===== src/rtl/spi_pkg.sv =====
// Shared SPI definitions used by serializer and spi_deserializer: receiver
// state encoding and the fixed link mode (mode 0, LSB first).
package spi_pkg;

    typedef enum logic [1:0] {
        ST_WAIT_IDLE = 2'd0,
        ST_IDLE      = 2'd1,
        ST_SHIFT     = 2'd2,
        ST_DONE      = 2'd3
    } spi_state_t;

    localparam logic SPI_CPOL      = 1'b0;
    localparam logic SPI_CPHA      = 1'b0;
    localparam logic SPI_LSB_FIRST = 1'b1;

endpackage


===== src/rtl/spi_sync.sv =====
// Single-bit 2-flop synchronizer with a configurable synchronous reset value.
module spi_sync #(
    parameter logic RESET_VAL = 1'b0
) (
    input  logic i_Clock,
    input  logic i_Reset,
    input  logic i_D,
    output logic o_Q
);

    logic r_meta;
    logic r_sync;

    // NOTE: flops take non-blocking assignments so every stage samples its
    // input from before the edge; blocking here would collapse the chain.
    always_ff @(posedge i_Clock) begin
        if (i_Reset) begin
            r_meta <= RESET_VAL;
            r_sync <= RESET_VAL;
        end else begin
            r_meta <= i_D;
            r_sync <= r_meta;
        end
    end

    assign o_Q = r_sync;

endmodule


===== src/rtl/spi_deserializer.sv =====
// SPI mode-0 receiver: assembles LSB-first DATA_SIZE-bit words from CS/SCLK/MOSI.
// Define SPI_DESER_SYNC_EN to add 2-flop synchronizers on the pins (3-clock latency).
module spi_deserializer
    import spi_pkg::*;
#(
    parameter int DATA_SIZE = 32
) (
    input  logic                 i_Clock,
    input  logic                 i_Reset,
    input  logic                 i_CS,
    input  logic                 i_SCLK,
    input  logic                 i_MOSI,
    output logic [DATA_SIZE-1:0] o_Data,
    output logic                 o_Data_Valid,
    output logic                 o_Busy,
    output logic                 o_Frame_Error
);

    localparam int              CNT_W    = $clog2(DATA_SIZE);
    localparam logic [CNT_W-1:0] CNT_LAST = CNT_W'(DATA_SIZE - 1);
    localparam logic [CNT_W-1:0] CNT_ONE  = CNT_W'(1);

    logic w_cs;
    logic w_sclk;
    logic w_mosi;

`ifdef SPI_DESER_SYNC_EN
    // Stale reset values must drain through both sync stages and the edge register.
    localparam logic [1:0] SETTLE = 2'd3;

    spi_sync #(.RESET_VAL(1'b1)) u_sync_cs (
        .i_Clock(i_Clock), .i_Reset(i_Reset), .i_D(i_CS),   .o_Q(w_cs)
    );
    spi_sync #(.RESET_VAL(1'b0)) u_sync_sclk (
        .i_Clock(i_Clock), .i_Reset(i_Reset), .i_D(i_SCLK), .o_Q(w_sclk)
    );
    spi_sync #(.RESET_VAL(1'b0)) u_sync_mosi (
        .i_Clock(i_Clock), .i_Reset(i_Reset), .i_D(i_MOSI), .o_Q(w_mosi)
    );
`else
    localparam logic [1:0] SETTLE = 2'd1;

    assign w_cs   = i_CS;
    assign w_sclk = i_SCLK;
    assign w_mosi = i_MOSI;
`endif

    logic       r_cs;
    logic       r_cs_prev;
    logic       r_sclk;
    logic       r_sclk_prev;
    logic       r_mosi;
    logic [1:0] r_settle;

    always_ff @(posedge i_Clock) begin
        if (i_Reset) begin
            r_cs        <= 1'b1;
            r_cs_prev   <= 1'b1;
            r_sclk      <= 1'b0;
            r_sclk_prev <= 1'b0;
            r_mosi      <= 1'b0;
            r_settle    <= 2'd0;
        end else begin
            r_cs        <= w_cs;
            r_cs_prev   <= r_cs;
            r_sclk      <= w_sclk;
            r_sclk_prev <= r_sclk;
            r_mosi      <= w_mosi;
            if (r_settle != SETTLE)
                r_settle <= r_settle + 2'd1;
        end
    end

    logic w_sclk_lvl;
    logic w_sclk_lvl_prev;
    logic w_sclk_rise;
    logic w_cs_rise;
    logic w_cs_fall;

    assign w_sclk_lvl      = r_sclk ^ SPI_CPOL;
    assign w_sclk_lvl_prev = r_sclk_prev ^ SPI_CPOL;
    assign w_sclk_rise     = SPI_CPHA ? (~w_sclk_lvl & w_sclk_lvl_prev)
                                      : (w_sclk_lvl & ~w_sclk_lvl_prev);
    assign w_cs_rise       = r_cs & ~r_cs_prev;
    assign w_cs_fall       = ~r_cs & r_cs_prev;

    spi_state_t           r_state;
    logic [CNT_W-1:0]     r_bit_cnt;
    logic [DATA_SIZE-1:0] r_shift;
    logic                 r_overrun;
    logic [CNT_W-1:0]     w_bit_idx;
    logic [DATA_SIZE-1:0] w_shift_next;

    assign w_bit_idx = SPI_LSB_FIRST ? r_bit_cnt : (CNT_LAST - r_bit_cnt);

    // NOTE: the default copy first keeps this block purely combinational;
    // a path that left w_shift_next unassigned would infer a latch.
    always_comb begin
        w_shift_next            = r_shift;
        w_shift_next[w_bit_idx] = r_mosi;
    end

    always_ff @(posedge i_Clock) begin
        if (i_Reset) begin
            r_state       <= ST_WAIT_IDLE;
            r_bit_cnt     <= '0;
            r_shift       <= '0;
            r_overrun     <= 1'b0;
            o_Data        <= '0;
            o_Data_Valid  <= 1'b0;
            o_Busy        <= 1'b0;
            o_Frame_Error <= 1'b0;
        end else begin
            o_Data_Valid  <= 1'b0;
            o_Frame_Error <= 1'b0;
            case (r_state)
                ST_WAIT_IDLE: begin
                    if (r_settle == SETTLE && r_cs)
                        r_state <= ST_IDLE;
                end
                ST_IDLE: begin
                    if (w_cs_fall) begin
                        r_bit_cnt <= '0;
                        r_shift   <= '0;
                        o_Busy    <= 1'b1;
                        r_state   <= ST_SHIFT;
                    end
                end
                ST_SHIFT: begin
                    // CS rise wins over a coincident SCLK rise and ends the frame.
                    if (w_cs_rise) begin
                        o_Frame_Error <= 1'b1;
                        o_Busy        <= 1'b0;
                        r_state       <= ST_IDLE;
                    end else if (w_sclk_rise) begin
                        r_shift <= w_shift_next;
                        if (r_bit_cnt == CNT_LAST) begin
                            o_Data       <= w_shift_next;
                            o_Data_Valid <= 1'b1;
                            r_state      <= ST_DONE;
                        end else begin
                            r_bit_cnt <= r_bit_cnt + CNT_ONE;
                        end
                    end
                end
                ST_DONE: begin
                    if (w_cs_rise) begin
                        o_Frame_Error <= r_overrun;
                        r_overrun     <= 1'b0;
                        o_Busy        <= 1'b0;
                        r_state       <= ST_IDLE;
                    end else if (w_sclk_rise) begin
                        r_overrun <= 1'b1;
                    end
                end
                default: r_state <= ST_WAIT_IDLE;
            endcase
        end
    end

endmodule


===== config.mk =====
export PLATFORM = sky130hd
export DESIGN_NAME = spi_deserializer
export DESIGN_NICKNAME = d
export VERILOG_FILES = /design/src/rtl/spi_pkg.sv /design/src/rtl/spi_sync.sv /design/src/rtl/spi_deserializer.sv
export SDC_FILE = /design/constraint.sdc
export NUM_CORES = 1
export LEC_CHECK = 0
export CORE_UTILIZATION = 50
export CTS_BUF_LIST = sky130_fd_sc_hd__clkbuf_16
export DETAILED_ROUTE_END_ITERATION = 16
export HOLD_SLACK_MARGIN = 0.03
export PLACE_DENSITY = 0.75
export SYNTH_ARGS = -nofsm -noshare
export SYNTH_HDL_FRONTEND = slang
export SYNTH_SLANG_ARGS = --single-unit

===== constraint.sdc =====
create_clock -name i_Clock -period 2.04 [get_ports i_Clock]
set_input_delay 0.204 -clock i_Clock [delete_from_list [all_inputs] [get_ports i_Clock]]
set_output_delay 0.204 -clock i_Clock [all_outputs]
set_load 0.01 [all_outputs]

# Word-level counts from Yosys, hierarchy flattened
# Index checks and enable logic that the tools add are counted.
dict set report word_totals {
  ff_bits 82
  input_bits 5
  elab_cells 84
}
dict set report op_classes {
  n_addsub 2
  magnitude_cmp 2
  eq_ne 15
  n_mux 28
  n_bitwise 9
  n_reduce_logical 14
}
# operator n
set op_table {}
lappend op_table {{32-bit 2-to-1 mux} 3}
lappend op_table {{32-bit one-hot mux with 2 select lines} 1}
lappend op_table {{32-bit bitwise mux} 1}
lappend op_table {{5-bit 2-to-1 mux} 4}
lappend op_table {{2-bit 2-to-1 mux} 6}
lappend op_table {{2-bit != test, second input constant} 6}
lappend op_table {{5-bit one-hot mux with 2 select lines} 1}
lappend op_table {{5-bit AND reduction} 2}
lappend op_table {{1-bit 2-to-1 mux} 8}
lappend op_table {{2-bit one-hot mux with 4 select lines} 1}
lappend op_table {{4-bit AND reduction} 2}
lappend op_table {{5-bit by 6-bit < comparator with 1-bit output, second input constant} 1}
lappend op_table {{3-bit != test, second input constant} 2}
lappend op_table {{1-bit NOT} 6}
lappend op_table {{2-bit nonzero test} 3}
lappend op_table {{5-bit by 1-bit adder with 5-bit output, second input constant} 1}
lappend op_table {{1-bit demux with 5-bit select} 1}
lappend op_table {{5-bit equality test, second input constant} 1}
lappend op_table {{5-bit by 1-bit >= comparator with 1-bit output, second input constant} 1}
lappend op_table {{2-bit by 1-bit equality test with 1-bit output, second input constant} 2}
lappend op_table {{2-bit equality test, second input constant} 2}
lappend op_table {{2-bit by 1-bit != test with 1-bit output, second input constant} 2}
lappend op_table {{1-bit one-hot mux with 2 select lines} 2}
lappend op_table {{4-bit OR reduction} 1}
lappend op_table {{other kinds (7)} 10}

# Logic depth before layout (Yosys ltp)
dict set report depth {
  ltp_word 8
  ltp_mapped 11
  mapped_depth_nobuf 7
}

# Least setup slack after synthesis
# No wires, ideal clock.
dict set report synth_path {
  kind {reg-to-reg}
  startpoint {reg r_bit_cnt[3]}
  endpoint {reg o_Data[10]}
  setup_time_ns 0.138
  arrival_ns 2.017
  required_time_ns 1.902
  path_slack_ns -0.115
  stages_incl_launch_ff 11
  n_path_buf 5
  period_less_slack_ns 2.155
  cell_sequence {dfxtp_1 -> buf_4 -> buf_2 -> buf_2 -> and3_1 -> ha_1 -> nand3b_1 -> nor3b_1 -> buf_2 -> buf_1 -> a211oi_1}
}
dict set report synth_via {
  elab_chain_cells 5
  elab_cells_between_ends 8
}
# item line
set synth_lines {}
lappend synth_lines {{from (decl)} spi_deserializer.sv:88} ;# logic [CNT_W-1:0] r_bit_cnt;
lappend synth_lines {{from (signal assigned)} spi_deserializer.sv:142} ;# r_bit_cnt <= r_bit_cnt + CNT_ONE;
lappend synth_lines {{5-bit by 6-bit < comparator with 1-bit output (implied by the code) / 5-bit by 1-bit >= comparator with 1-bit output (equally long branches)} spi_deserializer.sv:100} ;# w_shift_next[w_bit_idx] = r_mosi;
lappend synth_lines {{1-bit logical AND (implied by the code)} spi_deserializer.sv:100}
lappend synth_lines {{1-bit 2-to-1 mux (implied by the code)} spi_deserializer.sv:100}
lappend synth_lines {{1-bit demux with 5-bit select} spi_deserializer.sv:100}
lappend synth_lines {{32-bit bitwise mux} spi_deserializer.sv:100}
lappend synth_lines {{to (signal assigned)} spi_deserializer.sv:138} ;# o_Data <= w_shift_next;
lappend synth_lines {{to (decl)} spi_deserializer.sv:13} ;# output logic [DATA_SIZE-1:0] o_Data,
# Several ways; a longest one is shown, not always the timed one.
# A chain may end at the register's enable or synchronous reset.

# Worst setup path after layout
dict set report layout_path {
  startpoint {reg r_bit_cnt[1]}
  endpoint {reg r_state[0]}
}
dict set report layout_via {
  elab_chain_cells 3
}
# item line
set layout_lines {}
lappend layout_lines {{5-bit equality test} spi_deserializer.sv:137} ;# if (r_bit_cnt == CNT_LAST) begin
lappend layout_lines {{3-bit != test (no source line)} n/a}
lappend layout_lines {{5-bit AND reduction (no source line)} n/a}
lappend layout_lines {{to (signal assigned)} spi_deserializer.sv:134} ;# r_state <= ST_IDLE;
lappend layout_lines {{to (signal assigned)} spi_deserializer.sv:140} ;# r_state <= ST_DONE;
lappend layout_lines {{to (signal assigned)} spi_deserializer.sv:151} ;# r_state <= ST_IDLE;
lappend layout_lines {{to (decl)} spi_deserializer.sv:87} ;# spi_state_t r_state;
# Every way passes these cells.

==> results.md <==
* Status: completed
* Total clock sinks at 82
* Worst Max-Slew Pin Slew at 533 ps
* Flop2flop setup slack at between 90 and 100 ps
* PD cells at around 830 nW/um^2
* Seq/Total Area, Yosys at 40.4%
* CP Class: flop to flop
* Die width at between 90 and 100 um
* Largest family of logic cells by synthesized area: simple AND/OR/NAND/NOR gates
* Minimum clock period at 1940 ps
* Synth Cell Area at around 4000 sq um
* Setup TNS at 0 ps
* Vias at 3508
* Reg-to-reg startpoint: r_bit_cnt[1]
* Critical path fanouts, max at 5
* Synth Area in Simple Gates at between 20% and 30%
* Site Rows at 32
* Startpoint Class: flop
* #FFs+latches synth at 82
* Initial drt markers at 268
* # diodes at 0
* Vias per inst at 6.06
* Post-route DRC violation count at 0
* Die height at ~90 um
* Post-DP Area at around 4600 sq um
* Hold Path Class: primary input to flop
* Fin crit share at 95.3%
* Max Freq at slightly above 500 MHz
* Main flop type after synthesis: dfxtp_1
* RR Endpoint: r_state[0]
* Hold Fails Final Rpt at 0
* Final ANT Viol Nets at 0
* Vias in the first global route at 3168
* Final WL at 9.55 mm
* Synthesized Nets at 453
* Htree depth at 3
* Congestion Overflow GR at 0
* Post-synth top area cell: dfxtp_1
* Ys async rst share at 0%
* Root Driver: clkbuf_16
* Synth Area in Compound Gates at 17.7%
* PortBufs at 39
* Layout cells sized above 1 at 14.7%
* Slew HR at 64.4%
* Synth warnings at 0
* Final Max Tran Viols at 0
* CTS tree: yes
* Finished Cell Area at approximately 5200 sq um
* Number of synthesized flops with an enable pin at 0
* I/O pin cnt at 40
* GRT Resource Usage Total at 22.9%
* Peak supply drop at 0.548 mV
* Placer Congestion at between 0.7 and 0.8
* Post-synthesis adder-cell area fraction at 3.39%
* Max-cap violations at 0
* CP startpoint: r_bit_cnt[1]
* Final Util at approximately two thirds
* Crit path DAT at 2170 ps
* CTS Buf Count at 9
* Leakage at 1.78 nW
* Worst-Skew Late Latency at between 300 and 400 ps
* Area growth from synthesis to layout at 26.8%
* Unrepaired setup endpoints after global routing: false
* Area contributors post-synth: dfxtp_1 40%, mux2i_1 8.1%, nand4b_1 6.7%
* Core area at about 7800 sq um
* Syn_area_per_cell at a little over 9 sq um
* Proportion of synthesized area in mux cells at roughly 8.7%
* Nature of the critical path endpoint: flop
* Synth top area share at 40.4%
* Layout Nets at 488
* Reg clk slew, reported paths at 60 ps
* Post-DP HPWL at 5.66 mm
* Synth Area in XOR/XNOR at 0.216%
* Top post-synthesis cells by count: 82 x dfxtp_1, 40 x nor2_1, 39 x a21oi_1, 34 x a211oi_1, 33 x mux2i_1
* DR pass1 iterations at 5
* Count leader, synth: dfxtp_1
* Worst EP required at 2260 ps
* Starting Density at 52.0%
* Fin Clk Skew at 8.33 ps
* Largest net degree at the start of global routing at 55
* Post-synthesis instance total at 437
* WL per Instance at approximately 16 um
* Die area at roughly 8500 sq um
* Hold path cells at 2
* Initial antenna violation count at 0
* Crit path to: r_state[0]
* Synth cell types at 46
* Clock Tree Buf Depth at 2
* R2R cell count at 8
* Setup Viol. Count Final at 0
* First-pass GRT wire length at approximately 16 mm
## worst min-delay path by stage
stage	start	end	slack [ps]
global placement	r_shift[30]	r_shift[30]	450
floorplan	i_CS	r_cs	310
detailed placement	r_shift[28]	r_shift[28]	460
finish	i_Reset	o_Data[30]	320
CTS	i_Reset	o_Data[30]	330
global route	i_Reset	r_settle[1]	400
## through the flow
| step | total power [mW] | std cells | hold slack [ps] | setup WS [ps] |
|---|---|---|---|---|
| 2_1_floorplan | 2.14 | 437 | 308 | 16.8 |
| 3_3_place_gp | 2.31 | 556 | 454 | 95.0 |
| 3_5_place_dp | 2.33 | 556 | 464 | -62.1 |
| 4_1_cts | 4.26 | 575 | 334 | 36.8 |
| 5_1_grt | 4.41 | 579 | 397 | 4.80 |
| 6_report | 4.25 | 579 | 322 | 96.7 |
## layout make-up
cell class	instances	area, sq um
fill	622	2660
multi-input combinational	299	2250
sequential	82	1650
timing repair buffer	72	738
clock buffer	9	225
clock inverter	7	133
tap	102	128
inverter	8	30.0
## per-layer routing
layer  up-vias  share of wire (%)  global-route usage [%]
met2       125                 47                    36.3
met3        18                4.9                    2.82
met5         -                  0                       0
li1       1702                  -                       -
met4         0                2.0                    10.0
met1      1663                 46                    31.1
## registers in the layout, indices dropped and copies added, names as in the netlist
| name | cells |
|---|---|
| o_Busy | 1 |
| o_Data | 32 |
| o_Data_Valid | 1 |
| o_Frame_Error | 1 |
| r_bit_cnt | 5 |
| r_cs | 1 |
| r_cs_prev | 1 |
| r_mosi | 1 |
| r_overrun | 1 |
| r_sclk | 1 |
| r_sclk_prev | 1 |
| r_settle | 2 |
| r_shift | 32 |
| r_state | 2 |
## placed cells by master, fill, tap and decap left out, types with 4 or more instances in the layout
| cell type | n |
|---|---|
| clkbuf_16 | 11 |
| nor2b_1 | 6 |
| dfxtp_1 | 79 |
| o21ai_0 | 32 |
| a211oi_1 | 32 |
| and4bb_1 | 10 |
| inv_1 | 9 |
| a21oi_1 | 39 |
| nand3_1 | 4 |
| bufinv_16 | 4 |
| or4b_1 | 12 |
| mux2i_1 | 33 |
| buf_4 | 25 |
| nor4b_2 | 4 |
| nand4b_1 | 31 |
| clkdlybuf4s50_1 | 38 |
| nand4_1 | 8 |
| nor2_1 | 40 |
| ha_1 | 8 |
## kinds of logic (layout without fill, tap and decap cells)
group,Yosys count,in the layout
DFF,82,82
buffers and inverters,56,96
xor gates and xnor gates,1,1
AOI/OAI and AO/OA,119,119
adders and majority gates,11,11
and+or+nand+nor,133,133
muxes,35,35
## critical path, stage by stage (launching register included)
cell and delay (ps):
dfxtp_4 380, ha_4 160, and3_4 190, ha_4 130, nand3b_1 140, buf_4 170
nand3_1 70, and4bb_2 270, mux2_1 320
## power by group
group	switching (mW)	internal, mW
clock	0.630	1.31
sequential	0.0313	1.64
combinational	0.405	0.240
## what timing repair did
| action | in CTS | in global routing |
|---|---|---|
| gates cloned | 1 | 2 |
| setup buffers | 2 | 2 |
| resized for setup | 5 | 10 |
| hold buffers | 0 | 0 |
| setup endpoints to repair | 15 | 61 |
| pin swaps | 1 | 3 |
Note: power is estimated with default switching activity, not from simulation.
